### src/rtl/gpio_ones_counter.sv
// Serial ones-counter for the multiply-stage result: accepts a word, counts its set bits
// BITS_PER_CLK at a time, then holds count/word/overflow until the consumer takes them.
module gpio_ones_counter #(
    parameter int RES_W        = 49,
    parameter int WORD_W       = 32,
    parameter int BITS_PER_CLK = 1,
    parameter int CNT_W        = 24,
    parameter int OPS_W        = 16
) (
    input  logic              clk,
    input  logic              n_reset,
    input  logic              clear,
    input  logic              in_valid,
    output logic              in_ready,
    input  logic [RES_W-1:0]  in_data,
    output logic              out_valid,
    input  logic              out_ready,
    output logic [CNT_W-1:0]  out_count,
    output logic [WORD_W-1:0] out_word,
    output logic              out_overflow,
    output logic              busy,
    output logic [OPS_W-1:0]  ops_count
);

    localparam int K     = WORD_W / BITS_PER_CLK;
    localparam int REM_W = $clog2(K + 1);

    typedef enum logic [1:0] {IDLE, SHIFT, HOLD} state_t;

    state_t            state;
    logic [WORD_W-1:0] shift_reg;
    logic [REM_W-1:0]  remaining;
    logic [CNT_W-1:0]  chunk_ones;

    // Ones in the slice of the shift register consumed this cycle.
    always_comb begin
        chunk_ones = '0;
        for (int i = 0; i < BITS_PER_CLK; i++) begin
            chunk_ones = chunk_ones + CNT_W'(shift_reg[i]);
        end
    end

    always_ff @(posedge clk or negedge n_reset) begin
        if (!n_reset) begin
            state        <= IDLE;
            shift_reg    <= '0;
            remaining    <= '0;
            in_ready     <= 1'b1;
            out_valid    <= 1'b0;
            out_count    <= '0;
            out_word     <= '0;
            out_overflow <= 1'b0;
            busy         <= 1'b0;
            ops_count    <= '0;
        end else if (clear) begin
            // Abort: no handshake completes, so ops_count is left alone.
            state        <= IDLE;
            shift_reg    <= '0;
            remaining    <= '0;
            in_ready     <= 1'b1;
            out_valid    <= 1'b0;
            out_count    <= '0;
            out_word     <= '0;
            out_overflow <= 1'b0;
            busy         <= 1'b0;
        end else begin
            case (state)
                IDLE: begin
                    if (in_valid) begin
                        shift_reg    <= in_data[WORD_W-1:0];
                        out_word     <= in_data[WORD_W-1:0];
                        out_overflow <= |in_data[RES_W-1:WORD_W];
                        out_count    <= '0;
                        remaining    <= REM_W'(K);
                        in_ready     <= 1'b0;
                        busy         <= 1'b1;
                        state        <= SHIFT;
                    end
                end
                SHIFT: begin
                    out_count <= out_count + chunk_ones;
                    shift_reg <= shift_reg >> BITS_PER_CLK;
                    remaining <= remaining - 1'b1;
                    if (remaining == REM_W'(1)) begin
                        out_valid <= 1'b1;
                        state     <= HOLD;
                    end
                end
                HOLD: begin
                    // Input is never accepted here; in_ready rises only as we return to IDLE.
                    if (out_ready) begin
                        ops_count <= ops_count + 1'b1;
                        out_valid <= 1'b0;
                        in_ready  <= 1'b1;
                        busy      <= 1'b0;
                        state     <= IDLE;
                    end
                end
                default: begin
                    state <= IDLE;
                end
            endcase
        end
    end

endmodule

### config.mk
export PLATFORM = sky130hd
export DESIGN_NAME = gpio_ones_counter
export DESIGN_NICKNAME = d
export VERILOG_FILES = /design/src/rtl/gpio_ones_counter.sv
export SDC_FILE = /design/constraint.sdc
export NUM_CORES = 1
export LEC_CHECK = 0
export ABC_AREA = 1
export CORE_MARGIN = 1.5
export CORE_UTILIZATION = 50
export DETAILED_ROUTE_END_ITERATION = 10
export GPL_ROUTABILITY_DRIVEN = 0
export MAX_ROUTING_LAYER = met4
export PLACE_DENSITY = 0.91
export SETUP_SLACK_MARGIN = 0.4
export SLEW_MARGIN = 20
export SYNTH_ARGS = -nofsm -noshare
export SYNTH_HDL_FRONTEND = slang
export SYNTH_SLANG_ARGS = --single-unit
### constraint.sdc
create_clock -name clk -period 2 [get_ports clk]
set_input_delay 0.2 -clock clk [delete_from_list [all_inputs] [get_ports clk]]
set_output_delay 0.2 -clock clk [all_outputs]
set_load 0.02 [all_outputs]
==> flow_summary.ini <==
[clock_network]
cts_tree = yes
htree_num_levels = 4
path_clk_slew_ps = 60
clkSinkCount = 116
root_buffer = clkbuf_8
max-clock-path-buffers = 2
clk_latency_ps = 520
cts_buffers = 17

[floorplanning]
fp-row-count = 38
io_pins = 130
dieArea_sq_mm = 0.0116
die_w_microns = 108
start_util = 0.510
die_y_microns = 108
core-area_sq_mm = 0.0107

[power_and_ir_drop]
p_leak_nw = 3.78
ir_worst_vdd_mv = 0.612
power.density_mw_per_mm2 = 861

[setup_path]
crit_arrival_ps = 2010
path_buf_inv = 2
crit_type = reg2reg
r2r_start = shift_reg[0]
cpPeakStageDelay_ps = 420
cp.depth = 10
cp_slowest_cell = dfrtp_1
crit_family = simple AND/OR/NAND/NOR gates
r2r-end = out_count[14]
cp.required_ps = 2400
crit_path_end = out_count[14]
start_kind = register
critPathCaptureType = register
crit_start = shift_reg[0]
crit_path_max_fanout = 3
path_cells = ha_4 -> ha_4 -> inv_4 -> nor2_4 -> nand2_2 -> nor2_4 -> buf_6 -> nand3_2 -> nand2_1 -> nor2_1
rrSetupSlack_ps = 390
worstRegToRegCells = 10

[job]
cap_violations = 0

[global_route]
grt_max_degree = 117
grt.total_usage = 0.274
overflow = 0
grt_pass1_wl_microns = 24100
grt_pass1_vias = 5149
antenna_found_initial = 0

[synthesis]
ys_types = 34
synth_area_leaders = dfrtp_1 53%, nand2_1 9.7%, nor2_1 6.7%, o21ai_0 5.2%, a22o_1 5.1%
syn_inst = 638
synth_nets = 697
ys_seq_elements = 116
synth_most_common_cell = nand2_1
synth-async-reset-ratio = 1.00
synth_common_cells = 142 x nand2_1, 115 x dfrtp_1, 98 x nor2_1
yosysTopAreaCell = dfrtp_1
synthFlopType = dfrtp_1
synth_edf_count = 0
synth_top_area_share = 0.526
yosysSeqAreaShare = 0.530
avgSynthCellArea_sq_um = 8.58
syn-cell-area_sq_mm = 0.00548
yosysWarnings = 0

[timing]
max_slew.worst_pin.slew_ps = 611
hold_viol = 0
setup_tns_ps = 0
setup_violations = 0
slew_violations = 0
min_period_over_period = 0.805
rsz0062_at_grt = yes
maxSlewHeadroom = 0.593
fin_crit_ps = 1610
fmax_mhz = 621
layout_setup_ws_ps = 390
hold_slack_ps = 278
fin_skew_ps = 8.20

[detailed_routing]
first_iter_violations = 269
ant_nets = 0
post-route-drc-count = 0
via_per_inst = 5.41
wl_per_cell_microns = 15.8
drt_wl_total_microns = 14800
firstDrtPassIters = 5
vias = 5072

[placement]
placed_cells = 896
port_buffers = 129
place_hpwl_microns = 9400
place_ws_ps = 25.9

[finish]
final_cells = 937
fin_nets = 843
area_growth_pct = 40.2
finalCoreUtilization = 0.714
drive_gt1_frac = 0.115
diodes = 0

[run_status]
outcome = completed

[worst_hold_path]
hold_path.class = in2reg
-- cells by family (layout without fill, tap and decap cells) --
family,count (synthesis),after routing,synth area share
simple gates,302,303,0.239
compound gates,128,128,0.141
flops,116,116,0.530
fa+ha+maj,5,5,0.0114
xor+xnor,13,13,0.0208
buf+inv,74,232,0.0574
-- where the power goes --
group	internal [mW]	switching, mW
Sequential	2.53	0.118
Clock	1.94	1.13
Combinational	0.359	0.534
Total	4.83	1.78
-- final cells by class --
cell class	instances	area, sq um
clock buffer	18	428
clock inverter	14	179
inverter	52	203
multi-input combinational	449	2370
timing repair buffer	148	1410
tap	140	175
fill	834	3070
sequential	116	2910
-- timing repair --
action | CTS | global route
setup buffers | 3 | 3
gates cloned | 1 | 1
resized for setup | 88 | 23
hold buffers | 1 | 0
setup endpoints to repair | 128 | 24
endpoints found under the hold margin | 115 | 0
pin swaps | 4 | 9
-- worst register-to-register path, cell delays in order, from the launching register on --
cell and delay, ps:
dfrtp_1 420, ha_4 170, ha_4 130, inv_4 40, nor2_4 150, nand2_2 90
nor2_4 170, buf_6 130, nand3_2 70, nand2_1 90, nor2_1 50
-- worst min path at each step --
stage,start,to,slack (ps),cells past startpoint
3_3_place_gp,n_reset,ops_count[11],330,2
6_report,in_data[31],out_word[31],280,3
3_5_place_dp,n_reset,ops_count[12],340,2
2_1_floorplan,n_reset,busy,-100,0
5_1_grt,in_data[31],out_word[31],290,3
4_1_cts,in_data[31],out_word[31],260,3
-- placed cells by master (no fill, tap or decap), types with 11 or more instances in the layout --
master / n
clkdlybuf4s50_1: 52
buf_4: 13
nand2_1: 139
dlygate4sd2_1: 74
nor2_1: 92
nand3_1: 21
nand4_1: 11
dfrtp_1: 110
o21ai_1: 23
clkbuf_16: 17
o21ai_0: 56
inv_1: 47
a22o_1: 32
-- per-layer routing --
metal	wire [microns]	global-route usage
met5	0	-
met4	292	0.110
met3	745	0.0539
met2	7670	0.464
met1	6090	0.323
-- stage by stage --
step	instance area, sq um	power (mW)
floorplan	5480	3.14
global placement	6960	3.55
detailed placement	6960	3.58
CTS	7550	6.60
global route	7670	6.88
finish	7670	6.61
Note: power is estimated with default switching activity, not from simulation.
